## src/rtl/i2c_pkg.sv

```systemverilog
// Shared types and constants for the write-only I2C master sequencer.
package i2c_pkg;

    // Transaction sequencer states
    typedef enum logic [2:0] {
        ST_IDLE      = 3'd0,
        ST_START     = 3'd1,
        ST_ADDR      = 3'd2,
        ST_ADDR_ACK  = 3'd3,
        ST_WAIT_DATA = 3'd4,
        ST_DATA      = 3'd5,
        ST_DATA_ACK  = 3'd6,
        ST_STOP      = 3'd7
    } state_e;

    // Quarter phases inside one SCL bit cell
    localparam logic [1:0] Q0 = 2'd0;
    localparam logic [1:0] Q1 = 2'd1;
    localparam logic [1:0] Q2 = 2'd2;
    localparam logic [1:0] Q3 = 2'd3;

    // R/W bit appended to the address byte (this master only writes)
    localparam logic RW_WRITE = 1'b0;

    // Number of repeated-START retries allowed after an address NACK
    localparam logic [1:0] RETRY_LIMIT = 2'd3;

endpackage

```

## src/rtl/i2c_bit_counter.sv

```systemverilog
// Bit counter for one byte: loads 7, counts down to 0 and holds there.
module i2c_bit_counter (
    input  logic clk,
    input  logic rst,
    input  logic load_i,
    input  logic dec_i,
    output logic zero_o
);
    logic [2:0] cnt_q;

    // Load has priority; decrement saturates at zero
    always_ff @(posedge clk) begin
        if (rst) begin
            cnt_q <= 3'd0;
        end else if (load_i) begin
            cnt_q <= 3'd7;
        end else if (dec_i && (cnt_q != 3'd0)) begin
            cnt_q <= cnt_q - 3'd1;
        end
    end

    assign zero_o = (cnt_q == 3'd0);

endmodule

```

## src/rtl/i2c_master_tx_ctrl.sv

```systemverilog
// Write-only I2C master: START, address byte, data bytes with ACK checks, STOP.
// Optional feature macro: I2C_TX_NACK_RETRY_EN (address NACK -> repeated START,
// up to RETRY_LIMIT retries before reporting nack_err).
module i2c_master_tx_ctrl
    import i2c_pkg::*;
#(
    parameter int CLK_DIV = 250
) (
    input  logic       clk,
    input  logic       rst,
    input  logic       start_i,
    input  logic [6:0] addr_i,
    input  logic [7:0] tx_data_i,
    input  logic       tx_last_i,
    input  logic       tx_valid_i,
    output logic       tx_ready_o,
    input  logic       sda_in_i,
    output logic       scl_oe_o,
    output logic       sda_oe_o,
    output logic       busy_o,
    output logic       done_o,
    output logic       nack_err_o
);
    localparam int DIV_W = $clog2(CLK_DIV);
    localparam logic [DIV_W-1:0] DIV_MAX = DIV_W'(CLK_DIV - 1);

    state_e           state_q, state_d;
    logic [DIV_W-1:0] div_q;
    logic             tick;
    logic [1:0]       qtr_q, qtr_d;
    logic [7:0]       shift_q, shift_d;
    logic [6:0]       addr_q, addr_d;
    logic             last_q, last_d;
    logic             nack_q, nack_d;
    logic             scl_oe_q, scl_oe_d;
    logic             sda_oe_q, sda_oe_d;
    logic             tx_ready_q, tx_ready_d;
    logic             busy_q, busy_d;
    logic             done_q, done_d;
    logic             nack_err_q, nack_err_d;
    logic             bc_load, bc_dec, bc_zero;
`ifdef I2C_TX_NACK_RETRY_EN
    logic [1:0]       retry_q, retry_d;
`endif

    i2c_bit_counter u_bit_counter (
        .clk    (clk),
        .rst    (rst),
        .load_i (bc_load),
        .dec_i  (bc_dec),
        .zero_o (bc_zero)
    );

    // Quarter-period divider, parked at zero while idle
    always_ff @(posedge clk) begin
        if (rst || (state_q == ST_IDLE) || tick) begin
            div_q <= '0;
        end else begin
            div_q <= div_q + DIV_W'(1);
        end
    end

    assign tick = (state_q != ST_IDLE) && (div_q == DIV_MAX);

    // Next-state and line control; lines only move on quarter ticks
    always_comb begin
        state_d    = state_q;
        qtr_d      = qtr_q;
        shift_d    = shift_q;
        addr_d     = addr_q;
        last_d     = last_q;
        nack_d     = nack_q;
        scl_oe_d   = scl_oe_q;
        sda_oe_d   = sda_oe_q;
        tx_ready_d = 1'b0;
        busy_d     = busy_q;
        done_d     = 1'b0;
        nack_err_d = nack_err_q;
        bc_load    = 1'b0;
        bc_dec     = 1'b0;
`ifdef I2C_TX_NACK_RETRY_EN
        retry_d    = retry_q;
`endif
        case (state_q)
            ST_IDLE: begin
                scl_oe_d = 1'b0;
                sda_oe_d = 1'b0;
                // The cycle carrying done is still IDLE but must not accept
                if (start_i && !done_q) begin
                    addr_d     = addr_i;
                    nack_err_d = 1'b0;
                    busy_d     = 1'b1;
                    state_d    = ST_START;
                    // Fresh START skips Q0: lines are already released
                    qtr_d      = Q1;
`ifdef I2C_TX_NACK_RETRY_EN
                    retry_d    = 2'd0;
`endif
                end
            end
            ST_START: begin
                // Q0 releases both lines (needed for a repeated START from SCL low)
                if (tick) begin
                    qtr_d = qtr_q + 2'd1;
                    case (qtr_q)
                        Q0: begin scl_oe_d = 1'b0; sda_oe_d = 1'b0; end
                        Q1: sda_oe_d = 1'b1;
                        Q3: begin
                            scl_oe_d = 1'b1;
                            state_d  = ST_ADDR;
                            shift_d  = {addr_q, RW_WRITE};
                            bc_load  = 1'b1;
                        end
                        default: ;
                    endcase
                end
            end
            ST_ADDR, ST_DATA: begin
                if (tick) begin
                    qtr_d = qtr_q + 2'd1;
                    case (qtr_q)
                        Q0: begin scl_oe_d = 1'b1; sda_oe_d = ~shift_q[7]; end
                        Q1: scl_oe_d = 1'b0;
                        Q3: begin
                            scl_oe_d = 1'b1;
                            shift_d  = {shift_q[6:0], 1'b0};
                            if (bc_zero) begin
                                state_d = (state_q == ST_ADDR) ? ST_ADDR_ACK : ST_DATA_ACK;
                            end else begin
                                bc_dec = 1'b1;
                            end
                        end
                        default: ;
                    endcase
                end
            end
            ST_ADDR_ACK, ST_DATA_ACK: begin
                if (tick) begin
                    qtr_d = qtr_q + 2'd1;
                    case (qtr_q)
                        Q0: begin scl_oe_d = 1'b1; sda_oe_d = 1'b0; end
                        Q1: scl_oe_d = 1'b0;
                        Q2: nack_d = sda_in_i;
                        default: begin
                            scl_oe_d = 1'b1;
                            if (!nack_q) begin
                                state_d = ((state_q == ST_DATA_ACK) && last_q) ? ST_STOP : ST_WAIT_DATA;
                            end else begin
`ifdef I2C_TX_NACK_RETRY_EN
                                if ((state_q == ST_ADDR_ACK) && (retry_q < RETRY_LIMIT)) begin
                                    retry_d = retry_q + 2'd1;
                                    state_d = ST_START;
                                end else begin
                                    nack_err_d = 1'b1;
                                    state_d    = ST_STOP;
                                end
`else
                                nack_err_d = 1'b1;
                                state_d    = ST_STOP;
`endif
                            end
                        end
                    endcase
                end
            end
            ST_WAIT_DATA: begin
                // SCL stays low; ready is raised one cycle after valid is seen
                if (tx_ready_q) begin
                    if (tx_valid_i) begin
                        shift_d = tx_data_i;
                        last_d  = tx_last_i;
                        bc_load = 1'b1;
                        state_d = ST_DATA;
                        qtr_d   = Q0;
                    end
                end else if (tx_valid_i) begin
                    tx_ready_d = 1'b1;
                end
            end
            ST_STOP: begin
                if (tick) begin
                    qtr_d = qtr_q + 2'd1;
                    case (qtr_q)
                        Q0: sda_oe_d = 1'b1;
                        Q1: scl_oe_d = 1'b0;
                        default: begin
                            sda_oe_d = 1'b0;
                            state_d  = ST_IDLE;
                            qtr_d    = Q0;
                            done_d   = 1'b1;
                            busy_d   = 1'b0;
                        end
                    endcase
                end
            end
            default: state_d = ST_IDLE;
        endcase
    end

    // State and output registers
    always_ff @(posedge clk) begin
        if (rst) begin
            state_q    <= ST_IDLE;
            qtr_q      <= Q0;
            shift_q    <= 8'd0;
            addr_q     <= 7'd0;
            last_q     <= 1'b0;
            nack_q     <= 1'b0;
            scl_oe_q   <= 1'b0;
            sda_oe_q   <= 1'b0;
            tx_ready_q <= 1'b0;
            busy_q     <= 1'b0;
            done_q     <= 1'b0;
            nack_err_q <= 1'b0;
`ifdef I2C_TX_NACK_RETRY_EN
            retry_q    <= 2'd0;
`endif
        end else begin
            state_q    <= state_d;
            qtr_q      <= qtr_d;
            shift_q    <= shift_d;
            addr_q     <= addr_d;
            last_q     <= last_d;
            nack_q     <= nack_d;
            scl_oe_q   <= scl_oe_d;
            sda_oe_q   <= sda_oe_d;
            tx_ready_q <= tx_ready_d;
            busy_q     <= busy_d;
            done_q     <= done_d;
            nack_err_q <= nack_err_d;
`ifdef I2C_TX_NACK_RETRY_EN
            retry_q    <= retry_d;
`endif
        end
    end

    assign scl_oe_o   = scl_oe_q;
    assign sda_oe_o   = sda_oe_q;
    assign tx_ready_o = tx_ready_q;
    assign busy_o     = busy_q;
    assign done_o     = done_q;
    assign nack_err_o = nack_err_q;

endmodule

```

## config.mk

```make
export PLATFORM = sky130hd
export DESIGN_NAME = i2c_master_tx_ctrl
export DESIGN_NICKNAME = d
export VERILOG_FILES = /design/src/rtl/i2c_pkg.sv /design/src/rtl/i2c_bit_counter.sv /design/src/rtl/i2c_master_tx_ctrl.sv
export SDC_FILE = /design/constraint.sdc
export NUM_CORES = 1
export LEC_CHECK = 0
export ABC_AREA = 1
export BUFFER_PORTS_ARGS = -buffer_cell sky130_fd_sc_hd__buf_2
export CORE_MARGIN = 10
export CORE_UTILIZATION = 45
export DETAILED_ROUTE_END_ITERATION = 6
export GPL_TIMING_DRIVEN = 0
export SLEW_MARGIN = 20
export SYNTH_ARGS = -nofsm -noshare
export SYNTH_HDL_FRONTEND = slang
export SYNTH_SLANG_ARGS = --single-unit
```

## constraint.sdc

```tcl
create_clock -name clk -period 1.7 [get_ports clk]
set_input_delay 0.17 -clock clk [delete_from_list [all_inputs] [get_ports clk]]
set_output_delay 0.17 -clock clk [all_outputs]
set_load 0.05 [all_outputs]
```

==> impl_metrics.tcl, run 1 <==
set metrics [dict create \
    cts.sink_count 39 \
    die-area_um2 8290 \
    cts_root_buffer "clkbuf_8" \
    grt_pass1_wl_mm 8.98 \
    startpoint_type "register" \
    synth_top_cell_by_area "dfxtp_1" \
    critPathRequiredTime_ps 1900 \
    clk_pin_slew_ps 80 \
    power_w 0.00384 \
    num_antenna_cells 0 \
    cp.arrival_ps 1750 \
    maxSlewHeadroom_pct 69.0 \
    synth.area.top_cells "dfxtp_1 34%, nand2_1 16%, nor2_1 11%, inv_1 4.5%, ha_1 4.4%" \
    grt_overflow 0 \
    area_growth_pct 17.1 \
    rr_worst_depth 10 \
    yosysWarnings 0 \
    drtAntennaViolNets 0 \
    cts_max_path_buffers 2 \
    syn_inst 339 \
    p_switching_w 0.00154 \
    crit_path_end "u_bit_counter.cnt_q[1]" \
    h-tree-depth 2 \
    cts_tree "yes" \
    numCtsBuffers 5 \
    rr_endpoint "u_bit_counter.cnt_q[1]" \
    n_fill_cell 516 \
    whs_ps 125 \
    ys_ff_latch 39 \
    dpl.hpwl_mm 4.08 \
    outcome "complete, no violations" \
    die_w_um 91.0 \
    ir_worst_vdd_mv 0.701 \
    vias 2093 \
    worstSetupStartpoint "div_q[1]" \
    p_comb_share_pct 44.6 \
    routed_via_density 4.72 \
    yosysUniqueCellTypes 32 \
    rrSetupSlack_ps 150 \
    finalSetupTns_ps 0 \
    core-area_um2 4820 \
    wl_mm 5.36 \
    holdBufCountCts 0 \
    fmax_ghz 0.646 \
    clk_latency_ps 290 \
    power_density_nw_per_um2 1440 \
    p_int_w 0.00230 \
    syn_area_um2 2270 \
    mostFrequentLayoutCells "96 x nand2_1, 63 x nor2_1, 37 x dfxtp_1, 27 x inv_1, 27 x buf_2" \
    maxCapViolCount 0 \
    synth_nets 368 \
    post-route-period-util_pct 91.1 \
    finalHoldViolCount 0 \
    timing.rr.start "div_q[1]" \
    die_h_um 91.0 \
    clock_skew_ps 7.68 \
    ioPinCount 27 \
    route.detailed.drc 0 \
    syn_avg_cell_area_um2 6.70 \
    worstSetupPathType "register to register" \
    fin_crit_ps 1550 \
    hold_class "primary input to register" \
    seq_area_frac_synth_pct 34.4 \
    drtPass1Iterations 4 \
    layout_commonest_cell "nand2_1" \
    rows 25 \
    sequentialPowerShare_pct 31.1 \
    end_kind "register" \
    final_util_pct 55.2 \
    port_buffers 26 \
    layout-drive-gt1-share_pct 21.5 \
    leakage_nw 1.25 \
    drt_iter0_drc 80 \
    wl_per_cell_um 12.1 \
    worst_pin_slew_ps 465 \
    swShare_pct 40.2 \
    dp_cells 432 \
    stdcell_count 443 \
    nNetsFinal 404 \
    grt_start_max_net_pins 13 \
    drv_slew 0 \
    antenna_found_initial 0 \
    clockPowerShare_pct 24.3 \
    worst-path-max-fanout 7 \
    gr-usage-all-layers_pct 12.9 \
    start_util_pct 47.1 \
    setup_viol 0 \
    place_congestion 0.908 \
    synth_top_cell_area_share_pct 34.4 \
    grt_pass1_vias 1989 \
]
==> layer usage <==
metal	share of wire, %	global-route usage (%)
met5	0	0
met4	1.0	3.79
met3	4.5	3.70
met2	45	20.9
met1	49	16.1
==> sequential cells by signal (all words and copies together), names as in the netlist <==
register             cells
scl_oe_o                 1
nack_q                   1
busy_o                   1
div_q                    8
addr_q                   7
state_q                  3
sda_oe_o                 1
tx_ready_o               1
nack_err_o               1
shift_q                  8
u_bit_counter.cnt_q      3
last_q                   1
done_o                   1
qtr_q                    2
==> power by group through the flow <==
stage / combinational [W] / clock [W] / sequential (W)
6_report: 0.00172 / 0.000933 / 0.00119
3_5_place_dp: 0.00163 / 0 / 0.00121
5_1_grt: 0.00195 / 0.000987 / 0.00121
2_1_floorplan: 0.00122 / 0 / 0.00129
3_3_place_gp: 0.00163 / 0 / 0.00121
4_1_cts: 0.00164 / 0.000957 / 0.00119
==> logic make-up (layout without fill, tap and decap cells) <==
kind of cell	count (synthesis)	count (layout)	synth area share, %
AND/OR/NAND/NOR	211	211	42.3
buffers and inverters	41	78	9.20
flip-flops	39	39	34.4
AO/OA/AOI/OAI	38	38	8.87
adder cells (fa/ha/maj)	8	8	4.41
XOR/XNOR	1	1	0.386
multiplexers	1	1	0.441
==> cell usage after synthesis, drive strengths merged <==
cell	count
nand2	109
nand3	19
clkbuf	1
a21boi	1
nand4	2
ha	8
nand3b	1
nor4	1
mux2i	1
o31ai	1
nor2	72
buf	7
o21ai	16
inv	33
xor2	1
a21oi	19
o21a	1
dfxtp	39
nor3	4
or2	3
==> stage by stage <==
| stage | instance area [um^2] | setup slack (ps) |
|---|---|---|
| floorplan | 2270 | 202 |
| global placement | 2480 | 18.2 |
| detailed placement | 2480 | -18.3 |
| CTS | 2620 | 31.3 |
| global route | 2660 | -3.15 |
| finish | 2660 | 152 |
==> cell type report <==
cell class	instances	area (um^2)	share of cell area [%]
Buffer	8	75.1	2.82
Clock buffer	6	72.6	2.73
Clock inverter	2	60.1	2.26
Inverter	33	134	5.03
Multi-Input combinational cell	259	1300	48.9
Sequential cell	39	783	29.4
Tap cell	67	83.8	3.15
Timing Repair Buffer	29	150	5.64
==> critical path, cell delays in order, from the launching register on <==
cell and delay [ps]:
dfxtp_1 380, inv_1 60, ha_1 170, nand2_1 100
nor2_4 50, nand3_2 150, inv_1 100, a21boi_1 230
nand3_1 110, nand2_1 70, inv_1 40
==> repair_timing <==
item | in CTS | in global routing
cloned | 0 | 1
resized for setup | 1 | 7
buffers inserted | 0 | 2
pin swaps | 0 | 2
endpoints found under the setup margin | 2 | 14
==> worst min-delay path by stage <==
| stage | start | to | slack [ps] | cells after the start |
|---|---|---|---|---|
| floorplan | rst | nack_q | 240 | 1 |
| global placement | addr_i[4] | addr_q[4] | 420 | 3 |
| global route | addr_i[1] | addr_q[1] | 130 | 3 |
| detailed placement | addr_i[4] | addr_q[4] | 430 | 3 |
| CTS | addr_i[4] | addr_q[4] | 120 | 3 |
| finish | addr_i[4] | addr_q[4] | 120 | 3 |
No activity file was read; power rests on OpenSTA's default activity.
==> run 2: changes to the inputs <==
--- a/config.mk
+++ b/config.mk
@@ -6,7 +6,7 @@
 export NUM_CORES = 1
 export LEC_CHECK = 0
 export ABC_AREA = 1
-export BUFFER_PORTS_ARGS = -buffer_cell sky130_fd_sc_hd__buf_2
+export BUFFER_PORTS_ARGS = -buffer_cell sky130_fd_sc_hd__buf_4
 export CORE_MARGIN = 10
 export CORE_UTILIZATION = 45
 export DETAILED_ROUTE_END_ITERATION = 6
==> impl_metrics.tcl, run 2 (synthesized netlist as in run 1, its figures left out) <==
set metrics [dict create \
    die_h_um 91.0 \
    vias 2111 \
    route.met3.wl_um 285 \
    reg_top3 "div_q: 8 flops, shift_q: 8 flops, addr_q: 7 flops" \
    worstSetupPathType "register to register" \
    fin_crit_ps 1550 \
    drtAntennaViolNets 0 \
    grt_overflow 0 \
    dr.max_layer_used "met4" \
    wl_per_cell_um 12.1 \
    grt_pass1_vias 2011 \
    grt_start_max_net_pins 13 \
    layout-drive-gt1-share_pct 21.9 \
    route.detailed.drc 0 \
    antenna_found_initial 0 \
    rows 25 \
    die_w_um 91.0 \
    wl_mm 5.37 \
    hold_class "primary input to register" \
    start_util_pct 47.1 \
    post-route-period-util_pct 90.9 \
    cts_max_path_buffers 2 \
    drtPass1Iterations 4 \
    rr_worst_depth 12 \
    worst-path-max-fanout 10 \
    holdBufCountCts 0 \
    leakage_nw 1.26 \
    dpl.hpwl_mm 4.12 \
    setup_viol 0 \
    num_antenna_cells 0 \
    clk_latency_ps 300 \
    fmax_ghz 0.647 \
    hold_depth 2 \
    drv_slew 0 \
    maxSlewHeadroom_pct 69.0 \
    outcome "complete, no violations" \
    clk_pin_slew_ps 80 \
    cts_root_buffer "clkbuf_8" \
    numCtsBuffers 5 \
    gr-usage-all-layers_pct 13.5 \
    core-area_um2 4820 \
    mostFrequentLayoutCells "97 x nand2_1, 63 x nor2_1, 37 x dfxtp_1, 28 x buf_4, 27 x inv_1" \
    startpoint_type "register" \
    ioPinCount 27 \
    met2_length_mm 2.34 \
    wl_met1_mm 2.57 \
    place_ws_ps -7.95 \
    power_density_nw_per_um2 1390 \
    clock_skew_ps 7.19 \
    finalHoldViolCount 0 \
    ir_worst_vdd_mv 0.685 \
    place_congestion 0.908 \
    cts.sink_count 39 \
    n_fill_cell 521 \
    cts_tree "yes" \
    nNetsFinal 403 \
    routed_via_density 4.78 \
    cp.arrival_ps 1750 \
    area_growth_pct 19.4 \
    end_kind "register" \
    finalSetupTns_ps 0 \
    drt_iter0_drc 113 \
    die-area_um2 8290 \
    layout_commonest_cell "nand2_1" \
    worst_pin_slew_ps 465 \
    maxCapViolCount 0 \
    h-tree-depth 2 \
    grt_pass1_wl_mm 9.35 \
    port_buffers 26 \
    final.setup.worst_slack_ps 154 \
    critPathRequiredTime_ps 1900 \
]
## run 2: final timing paths
| kind | to | slack (ps) | start |
|---|---|---|---|
| setup / recovery | shift_q[5] | 150 | div_q[1] |
| hold / removal | state_q[1] | 100 | rst |
| setup reg to reg | shift_q[5] | 150 | div_q[1] |
| hold reg to reg | div_q[0] | 440 | div_q[0] |
## run 2: layout make-up
class | count | area [um^2] | share of cell area [%]
flip-flops and latches | 39 | 783 | 28.9
clock buffers | 6 | 82.6 | 3.04
multi-input cells | 259 | 1310 | 48.2
inverters | 33 | 134 | 4.94
plain buffers | 8 | 75.1 | 2.77
clock inverters | 2 | 35.0 | 1.29
repair buffers | 28 | 210 | 7.75
well taps | 67 | 83.8 | 3.09
## run 2: what timing repair did
| item | 4_1_cts | 5_1_grt |
|---|---|---|
| resized for setup | 1 | 9 |
| buffers inserted | 0 | 2 |
| pin swaps | 0 | 1 |
| hold endpoints to repair | 0 | 0 |
| endpoints found under the setup margin | 2 | 11 |
## run 2: power breakdown
part / internal (W) / switching [W] / total [W]
Sequential: 0.00109 / 0.000102 / 0.00119
Clock: 0.000475 / 0.000349 / 0.000824
Combinational: 0.000656 / 0.00110 / 0.00175
## run 2: through the flow
stage	hold slack, ps	power [W]	util [%]	std cells	cell area [um^2]
after global placement	413	0.00286	52.9	432	2550
final	96.8	0.00377	56.3	442	2710
after global routing	98.7	0.00408	56.3	442	2710
after floorplan	239	0.00251	-	339	2270
after detailed placement	416	0.00288	52.9	432	2550
after CTS	94.5	0.00371	55.4	440	2670
## run 2: layer usage
layer  up-vias  track usage, %
li1       1131               -
met1       922            17.6
met2        44            20.3
met3        14            3.70
met4         0            6.14
met5         -               0
## run 2: critical path, stage by stage, from the launching register on
cell     delay, ps
dfxtp_1        330
inv_1           60
ha_1           150
nand2_1         90
nor2_4         130
nand2_2         90
nand2_1         80
o21ai_2         70
nor2_4         140
buf_6          150
nand2_1         50
nand2_1         60
nor2_1          40
